`config.mk`:
```
export PLATFORM = sky130hd
export DESIGN_NAME = tdc_pulse_generator_flat
export DESIGN_NICKNAME = d
export VERILOG_FILES = /design/src/rtl/tdc_pulse_generator_pkg.sv /design/src/rtl/tdc_pulse_generator_if.sv /design/src/rtl/tdc_pulse_generator_shaper.sv /design/src/rtl/tdc_pulse_generator.sv /design/src/flat_wrapper.sv
export SDC_FILE = /design/constraint.sdc
export NUM_CORES = 1
export LEC_CHECK = 0
export CAP_MARGIN = 10
export CORE_UTILIZATION = 60
export CTS_CLUSTER_DIAMETER = 100
export DETAILED_ROUTE_END_ITERATION = 8
export PLACE_DENSITY = 0.83
export SLEW_MARGIN = 20
export SYNTH_ARGS = -nofsm -noshare
export SYNTH_HDL_FRONTEND = slang
export SYNTH_HIERARCHICAL = 1
export SYNTH_SLANG_ARGS = --single-unit
```
`constraint.sdc`:
```
create_clock -name clk -period 5.4 [get_ports clk]
set_input_delay 1.08 -clock clk [delete_from_list [all_inputs] [get_ports clk]]
set_output_delay 1.08 -clock clk [all_outputs]
set_load 0.03 [all_outputs]
```
`src/rtl/tdc_pulse_generator_pkg.sv`:
```
// Shared definitions for the coarse-TDC pulse generator: default field widths and FSM states.
package tdc_pulse_generator_pkg;
    localparam int TDC_CNT_W   = 16;
    localparam int TDC_WID_W   = 4;
    localparam int TDC_BURST_W = 8;

    typedef enum logic [1:0] {
        ST_IDLE  = 2'd0,
        ST_PULSE = 2'd1,
        ST_GAP   = 2'd2
    } tdc_state_e;
endpackage

```
`src/rtl/tdc_pulse_generator_if.sv`:
```
// Control/status bundle between the pulse generator and whoever drives self-test or calibration.
interface tdc_pulse_generator_if #(
    parameter int CNT_W   = 16,
    parameter int WID_W   = 4,
    parameter int BURST_W = 8
);
    logic               go;
    logic               abort;
    logic [CNT_W-1:0]   interval;
    logic [WID_W-1:0]   width;
    logic [CNT_W-1:0]   gap;
    logic [BURST_W-1:0] burst;
    logic               start_out;
    logic               stop_out;
    logic               busy;
    logic               done;
    logic [CNT_W-1:0]   exp_count;
    logic [BURST_W-1:0] pair_cnt;

    modport master (
        output go, abort, interval, width, gap, burst,
        input  start_out, stop_out, busy, done, exp_count, pair_cnt
    );

    modport slave (
        input  go, abort, interval, width, gap, burst,
        output start_out, stop_out, busy, done, exp_count, pair_cnt
    );
endinterface

```
`src/rtl/tdc_pulse_generator_shaper.sv`:
```
// One registered pulse: wait i_delay cycles after load, then stay high for i_width cycles.
// i_width must already be >= 1; o_last flags the final high cycle.
module tdc_pulse_generator_shaper
    import tdc_pulse_generator_pkg::*;
#(
    parameter int CNT_W = TDC_CNT_W,
    parameter int WID_W = TDC_WID_W
) (
    input  logic             clk,
    input  logic             reset,
    input  logic             i_clr,
    input  logic             i_load,
    input  logic [CNT_W-1:0] i_delay,
    input  logic [WID_W-1:0] i_width,
    output logic             o_pulse,
    output logic             o_last
);
    logic [CNT_W-1:0] r_dly;
    logic [WID_W-1:0] r_wid;
    logic             r_pulse;

    always_ff @(posedge clk or posedge reset) begin
        if (reset) begin
            r_dly   <= '0;
            r_wid   <= '0;
            r_pulse <= 1'b0;
        end else if (i_clr) begin
            r_dly   <= '0;
            r_wid   <= '0;
            r_pulse <= 1'b0;
        end else if (i_load) begin
            // zero delay must be high on the very next cycle, so skip the delay phase
            r_dly   <= i_delay;
            r_wid   <= i_width - 1'b1;
            r_pulse <= (i_delay == '0);
        end else if (r_pulse) begin
            if (r_wid == '0) r_pulse <= 1'b0;
            else             r_wid   <= r_wid - 1'b1;
        end else if (r_dly == CNT_W'(1)) begin
            r_dly   <= '0;
            r_pulse <= 1'b1;
        end else if (r_dly != '0) begin
            r_dly   <= r_dly - 1'b1;
        end
    end

    assign o_pulse = r_pulse;
    assign o_last  = r_pulse && (r_wid == '0);
endmodule

```
`src/rtl/tdc_pulse_generator.sv`:
```
// Start/stop pulse-pair source for the coarse TDC: FSM, gap and burst counting, latched fields.
// Two shapers form the start (delay 0) and stop (delay interval) edges of each pair.
module tdc_pulse_generator
    import tdc_pulse_generator_pkg::*;
#(
    parameter int CNT_W   = TDC_CNT_W,
    parameter int WID_W   = TDC_WID_W,
    parameter int BURST_W = TDC_BURST_W
) (
    input logic                   clk,
    input logic                   reset,
    tdc_pulse_generator_if.slave  bus
);
    tdc_state_e         r_state, w_state_nxt;
    logic [CNT_W-1:0]   r_interval;
    logic [WID_W-1:0]   r_width;
    logic [CNT_W-1:0]   r_gap;
    logic [BURST_W-1:0] r_burst;
    logic [CNT_W-1:0]   r_gap_cnt, w_gap_nxt;
    logic [BURST_W-1:0] r_pair_cnt, w_pair_nxt;
    logic               r_busy;
    logic               r_done;

    logic               w_launch, w_load, w_clr, w_done_nxt, w_pair_end;
    logic [WID_W-1:0]   w_width_in;
    logic [CNT_W-1:0]   w_gap_in;
    logic [BURST_W-1:0] w_burst_in;
    logic [CNT_W-1:0]   w_ld_delay;
    logic [WID_W-1:0]   w_ld_width;
    logic               w_start_pulse, w_start_last, w_stop_pulse, w_stop_last;

    // zero-valued fields mean one
    assign w_width_in = (bus.width == '0) ? WID_W'(1)   : bus.width;
    assign w_gap_in   = (bus.gap   == '0) ? CNT_W'(1)   : bus.gap;
    assign w_burst_in = (bus.burst == '0) ? BURST_W'(1) : bus.burst;

    // at launch the field registers are being written on the same edge, so bypass them
    assign w_ld_delay = w_launch ? bus.interval : r_interval;
    assign w_ld_width = w_launch ? w_width_in   : r_width;

    // a pair is finished when neither shaper will be high next cycle
    assign w_pair_end = w_stop_last && (w_start_last || !w_start_pulse);

    always_comb begin
        w_state_nxt = r_state;
        w_gap_nxt   = r_gap_cnt;
        w_pair_nxt  = r_pair_cnt;
        w_launch    = 1'b0;
        w_load      = 1'b0;
        w_clr       = 1'b0;
        case (r_state)
            ST_IDLE: begin
                if (bus.go) begin
                    w_state_nxt = ST_PULSE;
                    w_launch    = 1'b1;
                    w_load      = 1'b1;
                    w_pair_nxt  = '0;
                end
            end
            ST_PULSE: begin
                if (w_pair_end) begin
                    w_state_nxt = ST_GAP;
                    w_gap_nxt   = r_gap - CNT_W'(1);
                    w_pair_nxt  = r_pair_cnt + BURST_W'(1);
                end
            end
            ST_GAP: begin
                if (r_gap_cnt != '0) begin
                    w_gap_nxt = r_gap_cnt - CNT_W'(1);
                end else if (r_pair_cnt == r_burst) begin
                    w_state_nxt = ST_IDLE;
                end else begin
                    w_state_nxt = ST_PULSE;
                    w_load      = 1'b1;
                end
            end
            default: w_state_nxt = ST_IDLE;
        endcase
        if (bus.abort) begin
            w_state_nxt = ST_IDLE;
            w_gap_nxt   = '0;
            w_pair_nxt  = r_pair_cnt;
            w_launch    = 1'b0;
            w_load      = 1'b0;
            w_clr       = 1'b1;
        end
        w_done_nxt = (w_state_nxt == ST_GAP) && (w_gap_nxt == '0) && (w_pair_nxt == r_burst);
    end

    always_ff @(posedge clk or posedge reset) begin
        if (reset) begin
            r_state    <= ST_IDLE;
            r_interval <= '0;
            r_width    <= '0;
            r_gap      <= '0;
            r_burst    <= '0;
            r_gap_cnt  <= '0;
            r_pair_cnt <= '0;
            r_busy     <= 1'b0;
            r_done     <= 1'b0;
        end else begin
            r_state    <= w_state_nxt;
            r_gap_cnt  <= w_gap_nxt;
            r_pair_cnt <= w_pair_nxt;
            r_busy     <= (w_state_nxt != ST_IDLE);
            r_done     <= w_done_nxt;
            if (w_launch) begin
                r_interval <= bus.interval;
                r_width    <= w_width_in;
                r_gap      <= w_gap_in;
                r_burst    <= w_burst_in;
            end
        end
    end

    tdc_pulse_generator_shaper #(.CNT_W(CNT_W), .WID_W(WID_W)) u_start (
        .clk     (clk),
        .reset   (reset),
        .i_clr   (w_clr),
        .i_load  (w_load),
        .i_delay ('0),
        .i_width (w_ld_width),
        .o_pulse (w_start_pulse),
        .o_last  (w_start_last)
    );

    tdc_pulse_generator_shaper #(.CNT_W(CNT_W), .WID_W(WID_W)) u_stop (
        .clk     (clk),
        .reset   (reset),
        .i_clr   (w_clr),
        .i_load  (w_load),
        .i_delay (w_ld_delay),
        .i_width (w_ld_width),
        .o_pulse (w_stop_pulse),
        .o_last  (w_stop_last)
    );

    assign bus.start_out = w_start_pulse;
    assign bus.stop_out  = w_stop_pulse;
    assign bus.busy      = r_busy;
    assign bus.done      = r_done;
    assign bus.exp_count = r_interval;
    assign bus.pair_cnt  = r_pair_cnt;
endmodule

```
`src/flat_wrapper.sv`:
```
// flat-port wrapper written by rule: the top's interface ports become plain ports
module tdc_pulse_generator_flat import tdc_pulse_generator_pkg::*;
#(
    parameter int CNT_W   = TDC_CNT_W,
    parameter int WID_W   = TDC_WID_W,
    parameter int BURST_W = TDC_BURST_W
)
  (clk, reset, bus_go, bus_abort, bus_interval, bus_width, bus_gap, bus_burst, bus_start_out, bus_stop_out, bus_busy, bus_done, bus_exp_count, bus_pair_cnt);
  tdc_pulse_generator_if #(.CNT_W(CNT_W), .WID_W(WID_W), .BURST_W(BURST_W)) bus_i ();
  input logic clk;
  input logic reset;
  input wire logic [$bits(bus_i.go)-1:0] bus_go;
  input wire logic [$bits(bus_i.abort)-1:0] bus_abort;
  input wire logic [$bits(bus_i.interval)-1:0] bus_interval;
  input wire logic [$bits(bus_i.width)-1:0] bus_width;
  input wire logic [$bits(bus_i.gap)-1:0] bus_gap;
  input wire logic [$bits(bus_i.burst)-1:0] bus_burst;
  output wire logic [$bits(bus_i.start_out)-1:0] bus_start_out;
  output wire logic [$bits(bus_i.stop_out)-1:0] bus_stop_out;
  output wire logic [$bits(bus_i.busy)-1:0] bus_busy;
  output wire logic [$bits(bus_i.done)-1:0] bus_done;
  output wire logic [$bits(bus_i.exp_count)-1:0] bus_exp_count;
  output wire logic [$bits(bus_i.pair_cnt)-1:0] bus_pair_cnt;
  assign bus_i.go = bus_go;
  assign bus_i.abort = bus_abort;
  assign bus_i.interval = bus_interval;
  assign bus_i.width = bus_width;
  assign bus_i.gap = bus_gap;
  assign bus_i.burst = bus_burst;
  assign bus_start_out = bus_i.start_out;
  assign bus_stop_out = bus_i.stop_out;
  assign bus_busy = bus_i.busy;
  assign bus_done = bus_i.done;
  assign bus_exp_count = bus_i.exp_count;
  assign bus_pair_cnt = bus_i.pair_cnt;
  tdc_pulse_generator #(.CNT_W(CNT_W), .WID_W(WID_W), .BURST_W(BURST_W)) u_core (.clk(clk), .reset(reset), .bus(bus_i));
endmodule
```
==> parameters.txt <==
Parameter                              Value

Critical path
  Longest individual stage delay on the worst path    0.56 ns
  Category of the most critical setup path    reg2reg
  CP max-delay cell    sky130_fd_sc_hd__nand2b_1
  Worst Path Arrival    4.02 ns
  Capturing element type of the critical path    flip-flop
  Data required time at the worst endpoint    5.75 ns
  Maximum fanout along the worst path    14
  Critical path, cell by cell    nor4_1 > and2_1 > nand2b_1 > a31oi_1 > a22oi_4 > a31oi_1 > a2111oi_0 > nor4bb_1 > nor4bb_1 > and4_1
  Startpoint type of the worst setup path    flip-flop

Drt
  Antenna violation net count after detailed routing    0
  Average detailed-routed wire length per instance    19.8 um
  DRT Pass-1 Iters    6
  Average via count per standard cell    6.69
  Remaining routing DRC violations    0
  Vias    7142
  Detailed router's first-iteration violation count    901
  Overall routed net length    21200 um

GRT
  Initial antenna violation count    0
  Number of global-route vias before repair    6742
  Pin count of the biggest net entering global routing    83
  Routing usage on met2    0.542
  Overall global routing resource usage    0.332
  Most Used Layer, Global Route    met2
  Global-route met1 utilization    0.431
  First-pass GRT wire length    33900 um
  Remaining global-route overflow    0
  Met3 global-route usage    0.0691

STA
  Layout Skew    0.00674 ns
  Shortest period the worst path allows    3.67 ns
  Upper clock frequency limit    272 MHz
  Relative max-transition margin    0.389
  Unrepaired setup endpoints after global routing    no
  Final Setup Violations    0
  Slew of the pin with the lowest slew margin    0.915 ns
  Number of endpoints with negative hold slack in the final report    0
  Final Max Slew Viols    0
  Fin crit share    0.680
  Setup TNS    0 ns

Layout
  Non-Filler Instances    1067
  Net count of the finished layout    949
  Number of antenna cells inserted    0
  Share of final-layout standard cells stronger than drive strength 1    0.118
  Synthesis-to-layout area growth    19.5%

Die
  Die width    114 um
  Die Outline Area    0.0130 mm^2
  Initial standard-cell utilization of the core    0.621
  Total core area    0.0121 mm^2
  DIE HEIGHT    114 um
  Number of top-level design ports    76
  Row count    40

Logic synthesis
  Share of the yosys chip area belonging to registers    0.379
  Yosys warning count    6
  Main synth FF type    sky130_fd_sc_hd__dfrtp_1
  Synth unique cells    82
  Number of enable-type register cells in the synthesized netlist    0
  Average instance area after synthesis    9.35 um^2
  Post-synthesis instance total    804
  Flops & latches, synth    114
  Post-synthesis instance area    0.00752 mm^2
  Share of synthesized registers carrying an async set or reset    1.00

Clock network
  Clock edge transition at the registers on the reported setup and hold paths    0.05 ns
  Number of gates resized after cts    0
  Clock latency of the later-clocked register in the worst-skew pair    0.41 ns
  Post CTS Setup Buffer Count    0
  Total number of H-tree levels    4
  Number of clock sinks    114
  Clock tree root driver cell    sky130_fd_sc_hd__clkbuf_16
  CTS tree    yes
  Hold buffers post-CTS    0
  Number of buffers on the longest clock path    2
  CTS buffer count    17

Place
  Number of instances in the placed design    1035
  Routability Congestion    0.934
  # port buffers    75
  Post-DP HPWL    14500 um

Run status
  Result of the run    finished clean

Power
  Peak ir drop on the vdd network    0.378 mV
  LEAKAGE    3.68 nW
  PwrDens    463 mW/mm^2

Worst hold path
  Worst min-delay path category    reg2reg

Flow run
  Max-cap viol count    0
final timing paths:
| check | start | end | slack, ns | cells past startpoint |
|---|---|---|---|---|
| hold / removal | u_core/r_width[1] | u_core/r_width[1] | 0.54 | 1 |
| setup / recovery | u_core/u_start/r_wid[2] | u_core/bus.done | 1.73 | 10 |
| hold reg to reg | u_core/r_width[1] | u_core/r_width[1] | 0.54 | 1 |
| min in group asynchronous | reset | u_core/r_width[1] | 1.21 | 2 |
| max in group asynchronous | reset | u_core/bus.exp_count[7] | 3.17 | 3 |
| setup reg to reg | u_core/u_start/r_wid[2] | u_core/bus.done | 1.73 | 10 |
flip-flops by register name, indices dropped and copies added, names as in the netlist, 4 cells and up:
signal	count
u_core/r_gap_cnt	16
u_core/bus.exp_count	16
u_core/r_burst	8
u_core/bus.pair_cnt	8
u_core/u_start/r_wid	4
u_core/r_width	4
u_core/u_stop/r_wid	4
u_core/u_stop/r_dly	16
u_core/u_start/r_dly	16
u_core/r_gap	16
stage by stage:
step | area (um^2) | power, mW | setup WS, ns | util | hold slack [ns]
after global routing | 8980 | 4.35 | 1.61 | 0.742 | 0.568
final | 8980 | 4.15 | 1.73 | 0.742 | 0.535
after global placement | 8370 | 2.87 | 1.61 | 0.691 | 0.510
after floorplan | 7630 | 2.54 | 1.64 | - | 0.483
after detailed placement | 8370 | 2.93 | 1.52 | 0.691 | 0.525
after CTS | 8980 | 4.11 | 1.89 | 0.742 | 0.535
cell usage in the layout (no fill, tap or decap), types with 4 or more instances in the layout:
master	synthesis	layout
sky130_fd_sc_hd__nand3_1	24	23
sky130_fd_sc_hd__mux2_2	41	41
sky130_fd_sc_hd__a311oi_1	5	5
sky130_fd_sc_hd__and2_1	10	10
sky130_fd_sc_hd__clkbuf_16	0	17
sky130_fd_sc_hd__o21ai_0	22	22
sky130_fd_sc_hd__xnor2_1	20	20
sky130_fd_sc_hd__nand2_1	62	62
sky130_fd_sc_hd__mux2i_1	18	18
sky130_fd_sc_hd__inv_1	25	24
sky130_fd_sc_hd__and3_1	4	4
sky130_fd_sc_hd__a211oi_1	12	12
sky130_fd_sc_hd__or4_1	13	13
sky130_fd_sc_hd__dfrtp_1	114	114
sky130_fd_sc_hd__nor3b_1	5	5
sky130_fd_sc_hd__ha_1	15	15
sky130_fd_sc_hd__nor4_1	37	37
sky130_fd_sc_hd__clkdlybuf4s50_1	0	74
sky130_fd_sc_hd__or3_1	6	6
sky130_fd_sc_hd__nor2b_1	5	5
sky130_fd_sc_hd__nor3_1	37	37
sky130_fd_sc_hd__o211ai_1	17	17
sky130_fd_sc_hd__xor2_1	17	17
sky130_fd_sc_hd__o31a_1	6	6
sky130_fd_sc_hd__nand4_1	11	11
sky130_fd_sc_hd__conb_1	1	32
sky130_fd_sc_hd__a31oi_1	17	17
sky130_fd_sc_hd__nor4_4	4	4
sky130_fd_sc_hd__and4_1	5	5
sky130_fd_sc_hd__a21o_1	5	5
sky130_fd_sc_hd__o21ai_1	4	4
sky130_fd_sc_hd__or4_4	4	4
sky130_fd_sc_hd__nor2_1	58	58
sky130_fd_sc_hd__a21oi_1	41	41
sky130_fd_sc_hd__a221oi_1	7	7
sky130_fd_sc_hd__a22oi_1	9	9
cell usage after synthesis, drive strengths merged, types with 15 or more instances:
cell type	instances	area, um^2
nand2	62	233
dfrtp	114	2850
ha	15	188
nand3	24	120
mux2i	18	180
nor2	60	240
nor4	41	317
a31oi	17	106
a21oi	41	205
inv	26	97.6
nor3	38	195
clkbuf	27	141
xor2	17	149
or4	17	143
xnor2	20	175
mux2	44	495
buf	18	113
o211ai	17	128
o21ai	26	130
per-layer routing:
layer	wire length [um]	up-vias
met2	10200	436
met1	8590	3441
li1	-	3200
met5	0	-
met4	664	0
met3	1710	65
cell families (layout without fill, tap and decap cells):
family	count (synthesis)	count (layout)	share of synthesized area
AO/OA/AOI/OAI	190	190	0.178
XOR/XNOR	37	37	0.0431
adder cells (fa/ha/maj)	15	15	0.0250
buffers and inverters	73	137	0.0498
flip-flops	114	114	0.379
multiplexers	62	62	0.0899
other	1	32	0.000499
AND/OR/NAND/NOR	312	312	0.234
critical path: cells and delay by family (launching register included):
kind | cells | cell delay (ns)
AND/OR/NAND/NOR | 6 | 1.78
AO/OA/AOI/OAI | 4 | 1.39
flip-flops | 1 | 0.42
cell type report:
| class | count | area [um^2] |
|---|---|---|
| tap | 168 | 210 |
| fill | 902 | 3130 |
| inverter | 26 | 97.6 |
| multi-input combinational | 648 | 4430 |
| clock inverter | 9 | 129 |
| sequential | 114 | 2850 |
| timing repair buffer | 79 | 788 |
| clock buffer | 23 | 478 |
power by group:
group	switching (mW)	internal, mW	total [mW]
sequential	0.254	1.05	1.30
combinational	1.02	0.685	1.70
clock	0.393	0.760	1.15
Note: power is estimated with default switching activity, not from simulation.
